`src/rtl/varredura_matriz_pkg.sv`:
```
// Shared constants, FSM state encoding and column helper for the 7x7 matrix scanner.
package varredura_matriz_pkg;

    localparam int NUM_COL = 7;
    localparam int NUM_ROW = 7;
    localparam int COL_W   = 3;

    typedef enum logic {
        ST_BLANK = 1'b0,
        ST_SHOW  = 1'b1
    } estado_t;

    // Column sequence 0..6 then back to 0; code 7 is never produced.
    function automatic logic [COL_W-1:0] next_col(input logic [COL_W-1:0] col);
        return (col == COL_W'(NUM_COL - 1)) ? '0 : col + 1'b1;
    endfunction

endpackage

```
`src/rtl/varredura_matriz_if.sv`:
```
// Host-side frame-buffer write / commit handshake of the matrix scanner.
interface varredura_matriz_if;
    import varredura_matriz_pkg::*;

    logic                 load;
    logic [COL_W-1:0]     load_col;
    logic [NUM_ROW-1:0]   load_data;
    logic                 commit;
    logic                 ready;

    modport master (output load, load_col, load_data, commit, input ready);
    modport slave  (input load, load_col, load_data, commit, output ready);

endinterface

```
`src/rtl/divisor_varredura.sv`:
```
// Column dwell timer: BLANK cycles blanked, then PRESC-BLANK cycles shown, repeating.
module divisor_varredura
    import varredura_matriz_pkg::*;
#(
    parameter int PRESC = 1000,
    parameter int BLANK = 2
)
(
    input  logic    clk,
    input  logic    reset,
    output estado_t state_next,
    output logic    blank_end,
    output logic    dwell_end
);

    localparam int CNT_W = (PRESC > 1) ? $clog2(PRESC) : 1;

    logic [CNT_W-1:0] cnt_reg;
    logic [CNT_W-1:0] cnt_next;
    estado_t          state_reg;

    // BLANK >= 1 and PRESC > BLANK, so the two strobes never coincide.
    assign blank_end = (cnt_reg == CNT_W'(BLANK - 1));
    assign dwell_end = (cnt_reg == CNT_W'(PRESC - 1));

    always_ff @(posedge clk) begin
        if (reset) begin
            state_reg <= ST_BLANK;
            cnt_reg   <= '0;
        end else begin
            state_reg <= state_next;
            cnt_reg   <= cnt_next;
        end
    end

    always_comb begin
        state_next = state_reg;
        cnt_next   = cnt_reg + 1'b1;
        if (dwell_end) begin
            cnt_next   = '0;
            state_next = ST_BLANK;
        end else if (blank_end) begin
            state_next = ST_SHOW;
        end
    end

endmodule

```
`src/rtl/varredura_matriz.sv`:
```
// 7x7 LED matrix column scanner with double-buffered frame memory and load/commit handshake.
module varredura_matriz
    import varredura_matriz_pkg::*;
#(
    parameter int PRESC = 1000,
    parameter int BLANK = 2
)
(
    input  logic                clk,
    input  logic                reset,
    varredura_matriz_if.slave   bus,
    output logic                sel1,
    output logic                sel2,
    output logic                sel3,
    output logic                enable,
    output logic [NUM_ROW-1:0]  rows,
    output logic                frame_tick
);

    estado_t state_next;
    logic    blank_end;
    logic    dwell_end;

    divisor_varredura #(
        .PRESC (PRESC),
        .BLANK (BLANK)
    ) u_divisor (
        .clk        (clk),
        .reset      (reset),
        .state_next (state_next),
        .blank_end  (blank_end),
        .dwell_end  (dwell_end)
    );

    logic [COL_W-1:0]                 col_reg;
    logic [COL_W-1:0]                 col_next;
    logic                             pending_reg;
    logic                             ready;
    logic                             load_ok;
    logic                             commit_ok;
    logic                             last_col;
    logic                             swap;
    logic [NUM_COL-1:0][NUM_ROW-1:0]  shadow;
    logic [NUM_COL-1:0][NUM_ROW-1:0]  active;

    logic [COL_W-1:0]                 sel_reg;
    logic                             enable_reg;
    logic [NUM_ROW-1:0]               rows_reg;
    logic                             frame_tick_reg;

    assign ready     = !pending_reg && !reset;
    assign bus.ready = ready;
    assign load_ok   = bus.load && ready && (bus.load_col < COL_W'(NUM_COL));
    assign commit_ok = bus.commit && ready;
    assign last_col  = (col_reg == COL_W'(NUM_COL - 1));
    // Swap on the final SHOW cycle of the last column so the new frame starts clean at column 0.
    assign swap      = pending_reg && dwell_end && last_col;
    assign col_next  = dwell_end ? next_col(col_reg) : col_reg;

    always_ff @(posedge clk) begin
        if (reset) begin
            col_reg     <= '0;
            pending_reg <= 1'b0;
        end else begin
            col_reg <= col_next;
            if (swap) begin
                pending_reg <= 1'b0;
            end else if (commit_ok) begin
                pending_reg <= 1'b1;
            end
        end
    end

    generate
        for (genvar gi = 0; gi < NUM_COL; gi++) begin : g_col
            logic [NUM_ROW-1:0] shadow_reg;
            logic [NUM_ROW-1:0] active_reg;

            always_ff @(posedge clk) begin
                if (reset) begin
                    shadow_reg <= '0;
                    active_reg <= '0;
                end else begin
                    if (load_ok && (bus.load_col == COL_W'(gi))) begin
                        shadow_reg <= bus.load_data;
                    end
                    if (swap) begin
                        active_reg <= shadow_reg;
                    end
                end
            end

            assign shadow[gi] = shadow_reg;
            assign active[gi] = active_reg;
        end
    endgenerate

    // Outputs are registered from next-state values so they line up with the current dwell phase.
    always_ff @(posedge clk) begin
        if (reset) begin
            sel_reg        <= '0;
            enable_reg     <= 1'b0;
            rows_reg       <= '0;
            frame_tick_reg <= 1'b0;
        end else begin
            sel_reg        <= col_next;
            enable_reg     <= (state_next == ST_SHOW);
            rows_reg       <= (state_next == ST_SHOW) ? active[col_next] : '0;
            frame_tick_reg <= dwell_end && last_col;
        end
    end

    assign {sel1, sel2, sel3} = sel_reg;
    assign enable             = enable_reg;
    assign rows               = rows_reg;
    assign frame_tick         = frame_tick_reg;

endmodule

```
`src/flat_wrapper.sv`:
```
// flat-port wrapper written by rule: the top's interface ports become plain ports
module varredura_matriz_flat import varredura_matriz_pkg::*;
#(
    parameter int PRESC = 1000,
    parameter int BLANK = 2
)
  (clk, reset, sel1, sel2, sel3, enable, rows, frame_tick, bus_load, bus_load_col, bus_load_data, bus_commit, bus_ready);
  varredura_matriz_if bus_i ();
  input  logic clk;
  input  logic reset;
  output logic sel1;
  output logic sel2;
  output logic sel3;
  output logic enable;
  output logic [NUM_ROW-1:0] rows;
  output logic frame_tick;
  input wire logic [$bits(bus_i.load)-1:0] bus_load;
  input wire logic [$bits(bus_i.load_col)-1:0] bus_load_col;
  input wire logic [$bits(bus_i.load_data)-1:0] bus_load_data;
  input wire logic [$bits(bus_i.commit)-1:0] bus_commit;
  output wire logic [$bits(bus_i.ready)-1:0] bus_ready;
  assign bus_i.load = bus_load;
  assign bus_i.load_col = bus_load_col;
  assign bus_i.load_data = bus_load_data;
  assign bus_i.commit = bus_commit;
  assign bus_ready = bus_i.ready;
  varredura_matriz #(.PRESC(PRESC), .BLANK(BLANK)) u_core (.clk(clk), .reset(reset), .bus(bus_i), .sel1(sel1), .sel2(sel2), .sel3(sel3), .enable(enable), .rows(rows), .frame_tick(frame_tick));
endmodule
```
`config.mk`:
```
export PLATFORM = sky130hd
export DESIGN_NAME = varredura_matriz_flat
export DESIGN_NICKNAME = d
export VERILOG_FILES = /design/src/rtl/varredura_matriz_pkg.sv /design/src/rtl/varredura_matriz_if.sv /design/src/rtl/divisor_varredura.sv /design/src/rtl/varredura_matriz.sv /design/src/flat_wrapper.sv
export SDC_FILE = /design/constraint.sdc
export NUM_CORES = 1
export LEC_CHECK = 0
export ABC_AREA = 1
export CORE_AREA = 2 2 135 98
export DETAILED_ROUTE_END_ITERATION = 7
export DIE_AREA = 0 0 137 100
export PLACE_DENSITY = 0.59
export SYNTH_ARGS = -nofsm -noshare
export SYNTH_HDL_FRONTEND = slang
export SYNTH_SLANG_ARGS = --single-unit
```
`constraint.sdc`:
```
create_clock -name clk -period 2.5 [get_ports clk]
set_clock_uncertainty 0.2 [all_clocks]
set_input_delay 0.75 -clock clk [delete_from_list [all_inputs] [get_ports clk]]
set_output_delay 0.75 -clock clk [all_outputs]
set_load 0.05 [all_outputs]
```
==> summary by stage <==
Timing
Setup violations remaining at the end of the flow were counted as 0. Setup repair after global routing left no endpoint under its margin. The post-route minimum period is approximately 2.5 ns.

Timing would allow up to ~0.4 GHz. The share of the cycle needed by the critical path after routing is around 100%. The setup slack of the critical path after layout is 0.0338 ns.

The final hold slack is 0.277 ns. Measured against its own limit, the worst slew margin works out to roughly 64%. For the pin with the worst max-slew slack, the measured transition is around 0.53 ns. The final number of max-transition violations came to 0. The accumulated negative setup slack is 0 ns. The number of hold-slack violations in the final timing report was 0.

Worst setup path
The dominant delay contributor by cell family on the critical path is buffers and inverters. The worst setup path is of the reg -> out kind. At the worst endpoint, the required time is about 1.6 ns. The worst register-to-register path begins at u_core.u_divisor.cnt_reg[0]. The delay contributed by the slowest stage of the critical path is roughly 0.8 ns. The data arrival at the endpoint of the critical path is between 1.5 and 2 ns. The maximum net fanout on the critical path is 1. The nature of the critical path endpoint is a primary output.

The number of buffers and inverters on the critical path is 1. The internal reg-to-reg setup slack is roughly 0.24 ns. The element type at the critical path start is a register. The logic depth of the worst register-to-register path is 11. In this run the critical register-to-register path is captured at u_core.g_col[1].active_reg[3]. The critical path goes through clkdlybuf4s50_1. On the critical path, the stage with the largest delay is an instance of clkdlybuf4s50_1.

Run status
The run finished with clean final reports.

Logic synthesis
Sequential elements use 49.9% of the synthesized area. The simple-gate share of the synthesized area is around a third. The cell with the most instances after synthesis is nor2_1. The XOR/XNOR share of the synthesized area is less than 1%.

The synthesized net count is between 600 and 700. The leading area contributor after synthesis is dfxtp_1. The fraction of synthesized cell area taken by the top area cell type is between 40% and 50%. The proportion of synthesized flip-flops having asynchronous set or reset is 0%. Counting every instance in the synthesized netlist gives 661.

After Yosys synthesis, full adders, half adders and majority gates account for less than 1% of the synthesized area. Of the post-synthesis cell area, the part taken by muxes is 0%. A synthesized cell averages 7.34 um^2. The total of warnings raised by yosys is 0.

By area, the combinational part of the netlist is dominated by simple AND/OR/NAND/NOR gates. The fraction of the mapped netlist area in compound gates is 12.2%. After synthesis, the most frequently instantiated cells are nor2_1, dfxtp_1, o21ai_0. After synthesis, the cell types taking the most area are dfxtp_1, nor2_1, o21ai_0, nand3_1, nand2_1. The number of unique standard cell types used by synthesis is 27. The flip-flop cell with the highest count after synthesis is dfxtp_1. The synthesized design contains 0 enable-type register cells.

The area of the mapped netlist is 4850 um^2. In this run, synthesis produced a sequential element count of 121.

Placed design
Timing analysis after detailed placement gives a worst setup slack of -0.138 ns. The final weighted congestion in routability-driven placement is between 0.8 and 0.9. The count of buffers inserted at the top-level ports is 26. Once placement finished, the instance area stood at around 5400 um^2. The estimated wirelength of the detail-placed design is 9250 um.

Final layout
The number of inserted diodes is 0. The fraction of final layout cells with drive strength greater than 1 is approximately an eighth. The finished cells cover ~6100 um^2. The area growth from synthesis to layout is 24.8%. The net count of the finished layout is about 720.

CTS
The CTS tree is built. The number of clock buffers inserted by TritonCTS is 17. The clock reaches the later pin of the worst-skew pair after between 0.4 and 0.5 ns.

The clock tree buffer depth is 2. After clock tree synthesis, the clock-pin slew on the worst setup and hold paths is about 0.06 ns. The sink count of the clock tree is about 120. The deepest level of the CTS H-tree is 4.

The root buffer cell is clkbuf_16. Once the clock tree was built, the setup fixing pass inserted 0 buffers.

Drt
The total routed wirelength is between 10000 and 15000 um. The remaining routing DRC violations is 0. The average wire length per cell after detail routing is between 15 and 20 um.

The final route contains 4601 vias. The count of TritonRoute iterations in the first routing pass is 5. The first routing iteration left a little under 500 violations.

The via density per instance is ~5.2. The number of antenna-violating nets in the routed design is 0.

Worst hold path
The class of the worst hold path is reg -> reg. In this run the most critical hold path is launched from u_core.u_divisor.cnt_reg[0]. The instance count along the most critical hold path is 1.

The destination of the worst hold path is u_core.u_divisor.cnt_reg[0].

GRT
The initial antenna violation count is 0. The wire length of the first global-routing pass is about 23000 um. The residual overflow from global routing is 0.

For this run, the total global-route usage over all layers was measured as about 22%. The number of global-route vias before repair was about 4400. The maximum number of pins on one net before global-route repair is between 50 and 60.

Pwr
For this design the ratio of total power to cell area is 777 nW/um^2. The maximum VDD drop is 0.000497 V. The overall power is around 4.7 mW. The analysis attributes to cell leakage a power of around 2.7 nW.

Die
For this configuration, the core starts out at a cell density of about 38%. Measured along the x axis, the die boundary spans 137 um. The vertical die dimension is about 100 um. In this run the count of I/O pins placed on the die edge is 27. The floorplan step defined a die boundary enclosing 13700 um^2. The placeable core area is 12600 um^2. The floorplan has 35 rows.

Flow run
Max-cap violations in this run came to 0.
[per-layer routing]
metal  global-route usage [%]  routed length (um)
met1                     31.6                6860
met2                     31.3                5980
met3                     4.60                 859
met4                     10.1                 269
met5                        0                   0
[timing repair]
action                                  CTS  global route
gates resized for setup                   2             5
hold buffers                              0             0
endpoints found under the setup margin    1            36
pin swaps                                 0             0
endpoints found under the hold margin     0             0
[placed cells by master (no fill, tap or decap), types with 3 or more instances in the layout]
master / n
buf_12: 4
nor2_4: 4
inv_1: 26
dlymetal6s2s_1: 3
bufinv_16: 4
nand3_1: 87
nor2_2: 10
dfxtp_1: 121
clkbuf_16: 17
o21ai_0: 103
clkinv_2: 3
nor2_1: 217
inv_6: 3
buf_4: 26
clkinvlp_4: 4
nand2_1: 36
clkdlybuf4s50_1: 17
a21oi_1: 10
[final cells by class]
class                   instances  area (um^2)
well taps                     166          208
flip-flops and latches        121         2420
inverters                      29          110
multi-input cells             481         2190
clock buffers                  17          425
clock inverters                14          195
fillers                      1243         6560
repair buffers                 52          503
[worst max path at each step]
stage                       from                       endpoint  slack (ns)  cells past startpoint
5_1_grt        u_core.frame_tick                     frame_tick      0.0008                      1
3_3_place_gp               reset                      bus_ready       -0.14                      3
3_5_place_dp               reset                      bus_ready       -0.14                      3
6_report          u_core.rows[5]                        rows[5]        0.03                      1
2_1_floorplan              reset  u_core.g_col[4].shadow_reg[2]        0.18                      6
4_1_cts           u_core.rows[5]                        rows[5]        0.01                      1
[through the flow]
stage | utilization, % | instances
global placement | 42.9 | 849
floorplan | - | 661
CTS | 47.9 | 880
finish | 48.0 | 880
global route | 48.0 | 880
detailed placement | 42.9 | 849
[where the power goes]
part           total, mW  switching [mW]  internal (mW)
Sequential          1.96          0.0144           1.95
Combinational      0.152          0.0964         0.0561
Clock               2.59           0.923           1.67
Total               4.70            1.03           3.67
[kinds of logic (layout without fill, tap and decap cells)]
group / Yosys count / after routing
buffers and inverters: 59 / 112
adders and majority gates: 2 / 2
xor gates and xnor gates: 2 / 2
DFF: 121 / 121
AOI/OAI and AO/OA: 116 / 116
and+or+nand+nor: 361 / 361
Power figures use the tool's default switching activity.
